File: src/rtl/pipe_skid_stage.sv
// Two-entry valid/ready register slice: a main register feeds the consumer and a
// skid register absorbs one word on stall. Every output is driven straight from a flop.
module pipe_skid_stage #(
  parameter int unsigned         data_wid = 32,
  parameter logic [data_wid-1:0] rst_val  = '0
) (
  input  logic                clk,
  input  logic                rst_n,
  input  logic                in_valid,
  input  logic [data_wid-1:0] in_data,
  output logic                in_ready,
  output logic                out_valid,
  output logic [data_wid-1:0] out_data,
  input  logic                out_ready,
  input  logic                flush,
  output logic [1:0]          occupancy
);

  typedef enum logic [1:0] {
    ST_EMPTY = 2'd0,
    ST_BUSY  = 2'd1,
    ST_FULL  = 2'd2
  } state_e;

  state_e              state_q, state_d;
  logic [data_wid-1:0] main_q, main_d;
  logic [data_wid-1:0] skid_q, skid_d;
  logic                in_ready_q, in_ready_d;
  logic                out_valid_q, out_valid_d;
  logic [1:0]          occ_q, occ_d;
  logic                in_fire;
  logic                out_fire;

  assign in_fire  = in_valid & in_ready_q;
  assign out_fire = out_valid_q & out_ready;

  always_comb begin
    state_d = state_q;
    main_d  = main_q;
    skid_d  = skid_q;
    case (state_q)
      ST_EMPTY: begin
        if (in_fire) begin
          main_d  = in_data;
          state_d = ST_BUSY;
        end
      end
      ST_BUSY: begin
        if (in_fire && out_fire) begin
          main_d = in_data;
        end else if (in_fire) begin
          skid_d  = in_data;
          state_d = ST_FULL;
        end else if (out_fire) begin
          state_d = ST_EMPTY;
        end
      end
      ST_FULL: begin
        if (out_fire) begin
          main_d  = skid_q;
          state_d = ST_BUSY;
        end
      end
      default: state_d = ST_EMPTY;
    endcase

    // Flush drops any same-cycle input word; the data registers simply keep their contents.
    if (flush) begin
      state_d = ST_EMPTY;
      main_d  = main_q;
      skid_d  = skid_q;
    end
  end

  // Status outputs are decoded from the next state so they come out of flops.
  always_comb begin
    in_ready_d  = 1'b1;
    out_valid_d = 1'b0;
    occ_d       = 2'd0;
    case (state_d)
      ST_BUSY: begin
        out_valid_d = 1'b1;
        occ_d       = 2'd1;
      end
      ST_FULL: begin
        in_ready_d  = 1'b0;
        out_valid_d = 1'b1;
        occ_d       = 2'd2;
      end
      default: ;
    endcase
  end

  always_ff @(posedge clk or negedge rst_n) begin
    if (!rst_n) begin
      state_q     <= ST_EMPTY;
      main_q      <= rst_val;
      skid_q      <= rst_val;
      in_ready_q  <= 1'b1;
      out_valid_q <= 1'b0;
      occ_q       <= 2'd0;
    end else begin
      state_q     <= state_d;
      main_q      <= main_d;
      skid_q      <= skid_d;
      in_ready_q  <= in_ready_d;
      out_valid_q <= out_valid_d;
      occ_q       <= occ_d;
    end
  end

  assign in_ready  = in_ready_q;
  assign out_valid = out_valid_q;
  assign out_data  = main_q;
  assign occupancy = occ_q;

endmodule

File: config.mk
export PLATFORM = sky130hd
export DESIGN_NAME = pipe_skid_stage
export DESIGN_NICKNAME = d
export VERILOG_FILES = /design/src/rtl/pipe_skid_stage.sv
export SDC_FILE = /design/constraint.sdc
export NUM_CORES = 1
export LEC_CHECK = 0
export ABC_AREA = 1
export CORE_MARGIN = 2
export CORE_UTILIZATION = 50
export CTS_CLUSTER_SIZE = 14
export DETAILED_ROUTE_END_ITERATION = 8
export PLACE_DENSITY = 0.78
export SYNTH_ARGS = -nofsm -noshare
export SYNTH_HDL_FRONTEND = slang
export SYNTH_SLANG_ARGS = --single-unit
File: constraint.sdc
create_clock -name clk -period 3.9 [get_ports clk]
set_input_delay 0.78 -clock clk [delete_from_list [all_inputs] [get_ports clk]]
set_output_delay 0.78 -clock clk [all_outputs]
set_load 0.05 [all_outputs]
[Word level (Yosys, flattened, before mapping)]
Index checks and enable logic that the tools add are counted.
Word-level totals
  logic and storage cells: 37
  output and inout bits: 36
  input bits: 37
  register bits: 70
Operators by class
  equal/unequal tests: 7
  bitwise gates (word level): 4
  reduce and logical (&&, ||, !) cells: 6
  muxes and demuxes: 14
Operators with widths (number)
  $mux 32: 3
  $pmux 32 s3: 1
  $mux 2: 6
  $ne 2x2->1 const B: 3
  $pmux 2 s3: 1
  $reduce_and 5->1: 1
  $eq 2x1->1 const B: 2
  $eq 2x2->1 const B: 2
  $pmux 2 s2: 1
  $reduce_and 4->1: 1
  $reduce_bool 3->1: 1
  $and 1x1->1: 2
  $logic_not 2->1: 1
  $mux 1: 2
  $not 1->1: 2
  $reduce_or 2->1: 1
  $logic_and 1x1->1: 1

[Longest topological paths before layout]
Gate-level depths: netlist (run 1).
  word-level depth: 9
  depth in mapped cells: 9
  depth with buffers taken out: 9

[Least setup slack after synthesis (run 1)]
OpenSTA, ideal clock, no wires.
  path kind: in2reg
  start: input out_ready
  end: register out_valid_q, in the netlist out_valid
  path buffers: 0
  cell stages on the path: 9
  data required time: 3787 ps
  library setup time: 113 ps
  arrival time: 1625 ps
  setup slack: 2162 ps
  cells stage by stage: nand2_1 > inv_1 > nor2_1 > nor2_1 > nor2_1 > nor2_1 > nand2_1 > ha_1 > inv_1
On the way
  longest elaborated chain between the ends: 9
  elaborated cells between the ends (all ways): 12
  those cells by class: eq/ne (2); mux (7); bitwise (1); reduce/logical (2)
RTL lines
  start, declared: line 14  | input logic out_ready,
  $and 1x1->1 *: line 35  | assign out_fire = out_valid_q & out_ready;
  $mux 2: line 54  | end else if (out_fire) begin
  $mux 2: line 51  | end else if (in_fire) begin
  $mux 2: line 49  | if (in_fire && out_fire) begin
  $pmux 2 s3 *: line 41  | case (state_q)
  $mux 2 *: line 68  | if (flush) begin
  $eq 2x2->1 / $eq 2x1->1 (equally long branches): line 80  | case (state_d)
  $reduce_or 2->1 (no source line) *
  $mux 1 *: line 80
  net out_valid_d: line 29  | logic out_valid_q, out_valid_d;
  end signal, assigned: line 107  | out_valid_q <= out_valid_d;
  end, declared: line 29
The timed path passes the listed nets; every way through them passes the cells marked *.
A chain may end at the register's enable or synchronous reset.

[Worst setup path after layout (run 1)]
  start: input out_ready
  end: register main_q[3], in the netlist out_data[3]
On the way
  longest elaborated chain between the ends: 4
  elaborated cells between the ends (all ways): 5
  those cells by class: eq/ne (2); bitwise (1); reduce/logical (2)
RTL lines
  $and 1x1->1 *: line 35
  $logic_and 1x1->1: line 49
  $ne 2x2->1 (no source line)
  $reduce_and 5->1 (no source line) *
  end signal, assigned: line 97  | main_q <= rst_val;
  end signal, assigned: line 104  | main_q <= main_d;
  end, declared: line 26  | logic [data_wid-1:0] main_q, main_d;
Mark *: on every way between the ends. The rest lies on a longest branch, timed or not.

==> flow_metrics.tcl, run 1 <==
set metrics [dict create \
    cellPowerDensity_nw_per_um2 734 \
    setup_violations 0 \
    cp_common_cell "nand2_1" \
    ant_nets 0 \
    initial_core_util_pct 51.7 \
    path_buf_inv 2 \
    placed_area_um2 4190 \
    area_growth_pct 24.1 \
    cp.required_ns 4.12 \
    peakVddDrop_uv 406 \
    post_cts_buffers 0 \
    synth_xor_xnor_area_share_pct 0 \
    hold_viol 0 \
    wl_per_cell_um 12.3 \
    crit_type "primary input to register" \
    clk_pin_slew_worst_paths_ns 0.07 \
    io_pins 73 \
    dr.first_iter.drc_count 113 \
    synthCells 424 \
    cp_top_family "simple AND/OR/NAND/NOR gates" \
    finClkSkew_ns 0.00911 \
    drv_cap 0 \
    first_global_vias 2689 \
    die_y_um 87.8 \
    setup_tns_ns 0 \
    ys_ff_latch 70 \
    syn_avg_cell_area_um2 8.28 \
    cts_max_level 3 \
    fmax_mhz 382 \
    crit_cells 7 \
    die_w_um 87.8 \
    yosys.area_share.simple_pct 19.2 \
    synth.net_count 464 \
    grt_setup_unrepaired "no" \
    finalCritPeriodShare_pct 67.1 \
    slowest_delay_ns 0.60 \
    core_area_um2 6790 \
    rr_worst_depth 6 \
    antenna_found_initial 0 \
    vias 2817 \
    cts.sinks 70 \
    die_area_um2 7710 \
    track_usage_pct 20.6 \
    cts-root-buf "clkbuf_8" \
    arrival_ns 2.83 \
    grt_pass1_wl_um 12400 \
    overflow 0 \
    via_per_inst 4.81 \
    cts_buffers 9 \
    tightest_slew_ns 0.891 \
    status "completed" \
    globalplace.congestion 0.769 \
    synth_cell_type_count 22 \
    max-slew-margin-rel_pct 40.4 \
    maxSlewViolCount 0 \
    fin_crit_ns 2.62 \
    worstSetupEndpointType "register" \
    nNetsFinal 525 \
    critPathMaxFanout 33 \
    reg2reg_from "state_q[1]$_DFF_PN0_" \
    cts-resized-gates 0 \
    final_util_pct 64.1 \
    hpwl_um 4680 \
    fin_area_um2 4350 \
    seq_area_frac_synth_pct 49.9 \
    drt_first_pass_iters 4 \
    syn-cell-area_um2 3510 \
    ctsHoldBuffers 0 \
    p_leak_nw 2.25 \
    cp-start-kind "primary input" \
    synth_compound_area_share_pct 16.8 \
    io_buffers 72 \
    synthMuxAreaShare_pct 0 \
    row_count 30 \
    cts_buffer_depth 2 \
    synth_fa_ha_area_share_pct 1.07 \
    clock_latency_ns 0.34 \
    synth_top_family_by_area "simple AND/OR/NAND/NOR gates" \
    cts_tree "done" \
    cp_cell_sequence "clkdlybuf4s50_1, nand2_1, nor2_1, nor2_4, inv_2, nand3_1, nand2_1" \
    cp_slowest_cell "nor2_4" \
    grt_start_max_net_pins 65 \
    reg2reg_setup_slack_ns 1.74 \
    detail_route.drc_violations 0 \
    ys_warn_count 0 \
    hold_class "primary input to async pin" \
    r2r_end "out_data[3]$_DFFE_PN0P_" \
    drive_above_1_share_pct 7.35 \
    diodes 0 \
    wirelength_um 7240 \
]
-- how the worst max path moves through the flow --
stage	from	end
global placement	out_ready	out_data[3]$_DFFE_PN0P_
floorplan	out_ready	out_valid$_DFF_PN0_
detailed placement	out_ready	out_data[5]$_DFFE_PN0P_
CTS	out_ready	out_data[6]$_DFFE_PN0P_
global route	out_ready	out_data[29]$_DFFE_PN0P_
finish	out_ready	out_data[3]$_DFFE_PN0P_
-- sequential cells by signal (all words and copies together) (netlist names) --
signal,count
occupancy,2
out_valid,1
skid_q,32
state_q,2
in_ready,1
out_data,32
-- cell usage in the layout, fill, tap and decap left out --
cell type / Yosys / layout
nand3_4: 1 / 1
buf_2: 11 / 1
dfrtp_1: 69 / 69
o21ai_1: 2 / 2
a21oi_1: 26 / 26
ha_1: 3 / 3
o21bai_1: 32 / 32
nor2_4: 4 / 4
clkinv_2: 0 / 5
a21oi_2: 3 / 3
nand3_2: 1 / 1
dfstp_2: 1 / 1
nand3_1: 32 / 32
nand2_2: 2 / 3
o21ai_0: 33 / 33
nand2_1: 77 / 76
clkdlybuf4s50_1: 0 / 71
nor2_1: 37 / 37
inv_2: 3 / 3
buf_4: 5 / 2
clkbuf_1: 1 / 1
o21ai_2: 2 / 2
inv_1: 72 / 72
clkbuf_8: 0 / 10
-- cell type report --
| class | instances | area (um2) |
|---|---|---|
| inverter | 75 | 282 |
| clock buffer | 11 | 141 |
| multi-input combinational | 255 | 1300 |
| clock inverter | 5 | 25.0 |
| tap | 96 | 120 |
| fill | 574 | 2440 |
| timing repair buffer | 74 | 731 |
| sequential | 70 | 1750 |
-- per-layer routing --
layer | global-route usage, % | wire length [um] | up-vias
li1 | - | - | 1440
met3 | 3.68 | 392 | 8
met1 | 28.4 | 3200 | 1293
met4 | 8.53 | 91 | 0
met2 | 32.4 | 3560 | 76
met5 | 0 | 0 | -
-- cells in the mapped netlist --
cell type	count	area share [%]
a21oi_1	26	3.7
a21oi_2	3	0.75
buf_2	11	1.6
buf_4	5	1.1
buf_6	7	2.2
clkbuf_1	1	0.11
dfrtp_1	69	49
dfstp_2	1	0.75
ha_1	3	1.1
inv_1	72	7.7
inv_2	3	0.32
nand2_1	77	8.2
nand2_2	2	0.36
nand3_1	32	4.6
nand3_2	1	0.29
nand3_4	1	0.50
nor2_1	37	4.0
nor2_4	4	1.3
o21ai_0	33	4.7
o21ai_1	2	0.29
o21ai_2	2	0.50
o21bai_1	32	6.8
-- stage by stage --
| stage | hold slack (ns) | setup WS, ns | cells | power [mW] |
|---|---|---|---|---|
| finish | 0.475 | 1.28 | 586 | 3.20 |
| global route | 0.524 | 1.12 | 586 | 3.41 |
| CTS | 0.498 | 1.26 | 586 | 3.23 |
| detailed placement | 0.480 | 0.899 | 570 | 2.72 |
| global placement | 0.466 | 0.989 | 570 | 2.68 |
| floorplan | 0.455 | 2.16 | 424 | 2.24 |
-- kinds of logic after synthesis --
logic type,after synthesis
AO/OA/AOI/OAI,98
flip-flops,70
AND/OR/NAND/NOR,154
buffers and inverters,99
adder cells (fa/ha/maj),3
-- worst register-to-register path, cell delays in order, from the launching register on --
cell     delay (ns)
dfrtp_1        0.45
inv_2          0.11
nand2_2        0.09
nor2_4         0.63
inv_2          0.47
nand3_1        0.21
nand2_1        0.07
-- where the power goes --
part	switching, mW	internal [mW]	total (mW)
combinational	0.980	0.520	1.50
clock	0.257	0.243	0.500
sequential	0.152	1.04	1.20
(Power assumes the default switching activity.)
==> run 2, diff against run 1 <==
==> constraint.sdc (replaced) <==
create_clock -name clk -period 2.5 [get_ports clk]
set_input_delay 0.5 -clock clk [delete_from_list [all_inputs] [get_ports clk]]
set_output_delay 0.5 -clock clk [all_outputs]
set_load 0.05 [all_outputs]
==> run 2 against run 1 <==
Against the previous run: utilization increased by 1.8 points; worst hold slack got worse by 0.27 ns; cell count increased by 0.85%; clock skew increased by 0.00084 ns; total power increased by 64%; critical path depth decreased by 6; register-to-register slack got worse by 0.95 ns.
==> flow_metrics.tcl, run 2 (synthesis gave the netlist of run 1 again) <==
set metrics [dict create \
    cp_top_family "buffers and inverters" \
    clock_latency_ns 0.34 \
    io_pins 73 \
    path_buf_inv 1 \
    die_w_um 87.8 \
    cp-start-kind "register" \
    max-slew-margin-rel_pct 42.1 \
    crit_type "register to output port" \
    wl_per_cell_um 12.5 \
    initial_core_util_pct 51.7 \
    maxSlewViolCount 0 \
    hpwl_um 4960 \
    track_usage_pct 21.1 \
    most-common-layout-cells "nand2_1, inv_1, clkdlybuf4s50_1, dfrtp_1, nor2_1" \
    cts_buffers 9 \
    p_leak_nw 2.30 \
    diodes 0 \
    dr.first_iter.drc_count 176 \
    cts.sinks 70 \
    tightest_slew_ns 0.866 \
    peakVddDrop_uv 725 \
    cts-resized-gates 0 \
    status "completed" \
    finalCritPeriodShare_pct 86.2 \
    drt_first_pass_iters 4 \
    post_cts_buffers 0 \
    placed_area_um2 4260 \
    die_y_um 87.8 \
    ant_nets 0 \
    hold_class "primary input to async pin" \
    via_per_inst 4.86 \
    wirelength_um 7400 \
    vias 2872 \
    dp_slack_ns 0.375 \
    detail_route.drc_violations 0 \
    cp_cell_sequence "clkdlybuf4s50_1" \
    cp.required_ns 2.00 \
    cts_max_level 3 \
    arrival_ns 1.65 \
    cts_tree "done" \
    core_area_um2 6790 \
    final_critical_path_setup_slack_ns 0.346 \
    grt_start_max_net_pins 57 \
    grt_setup_unrepaired "no" \
    timing.hold.ws_ns 0.206 \
    final_util_pct 65.9 \
    cp_slowest_cell "clkdlybuf4s50_1" \
    area_growth_pct 27.6 \
    first_global_vias 2770 \
    fmax_mhz 464 \
    die_area_um2 7710 \
    grt_pass1_wl_um 12500 \
    instances_no_fill 591 \
    fin_crit_ns 2.15 \
    io_buffers 72 \
    nNetsFinal 531 \
    row_count 30 \
    cts_buffer_depth 2 \
    cellPowerDensity_nw_per_um2 1170 \
    fin_area_um2 4480 \
    setup_tns_ns 0 \
    critPathMaxFanout 2 \
    antenna_found_initial 0 \
    hold_viol 0 \
    dp_cells 576 \
    final_common_cell "nand2_1" \
    globalplace.congestion 0.794 \
    drive_above_1_share_pct 8.48 \
    fin_total_pwr_mw 5.24 \
    overflow 0 \
    setup_violations 0 \
    clk_pin_slew_worst_paths_ns 0.08 \
    slowest_delay_ns 0.79 \
    drv_cap 0 \
    worstSetupEndpointType "output port" \
    ctsHoldBuffers 0 \
    finClkSkew_ns 0.00995 \
    cts-root-buf "clkbuf_8" \
]
==> run 2: cell count changes in the layout (fill, tap and decap cells not counted) <==
cell / previous run / this run
buf_4: 2 / 6
clkinvlp_4: 0 / 2
bufinv_16: 0 / 2
buf_12: 0 / 2
clkbuf_1: 1 / 0
clkinv_2: 5 / 0
clkinv_4: 0 / 1
==> run 2: cell type report <==
| class | count | area (um2) |
|---|---|---|
| fillers | 588 | 2310 |
| flip-flops and latches | 70 | 1750 |
| multi-input cells | 255 | 1300 |
| repair buffers | 80 | 801 |
| inverters | 75 | 282 |
| clock buffers | 10 | 138 |
| well taps | 96 | 120 |
| clock inverters | 5 | 83.8 |
==> run 2: worst paths after layout <==
kind	startpoint	to	slack, ns	cells after the start
setup reg to reg	state_q[0]$_DFF_PN0_	out_data[28]$_DFFE_PN0P_	0.79	5
hold reg to reg	skid_q[23]$_DFFE_PN0P_	skid_q[23]$_DFFE_PN0P_	0.49	2
hold / removal	rst_n	out_data[12]$_DFFE_PN0P_	0.21	2
max in group asynchronous	rst_n	in_ready$_DFF_PN1_	1.91	2
setup / recovery	in_ready$_DFF_PN1_	in_ready	0.35	1
min in group clk	skid_q[23]$_DFFE_PN0P_	skid_q[23]$_DFFE_PN0P_	0.49	2
==> run 2: routing by layer <==
layer | up-vias | routed length, um | global-route usage [%]
li1 | 1447 | - | -
met1 | 1342 | 3260 | 27.4
met5 | - | 0 | 0
met3 | 10 | 344 | 4.34
met4 | 0 | 132 | 9.79
met2 | 73 | 3660 | 34.0
==> run 2: where the power goes <==
part	internal (mW)	total (mW)	leakage (nW)	switching (mW)
Clock	0.585	1.00	0.105	0.418
Combinational	0.840	2.39	1.37	1.55
Sequential	1.63	1.85	0.820	0.221
==> run 3, diff against run 2 <==
--- a/config.mk
+++ b/config.mk
@@ -10,6 +10,7 @@
 export CORE_UTILIZATION = 50
 export CTS_CLUSTER_SIZE = 14
 export DETAILED_ROUTE_END_ITERATION = 8
+export HOLD_SLACK_MARGIN = 0.15
 export PLACE_DENSITY = 0.78
 export SYNTH_ARGS = -nofsm -noshare
 export SYNTH_HDL_FRONTEND = slang
==> results of run 3 <==
Same layout as run 2: the final DEF is identical, and so are final timing and power.
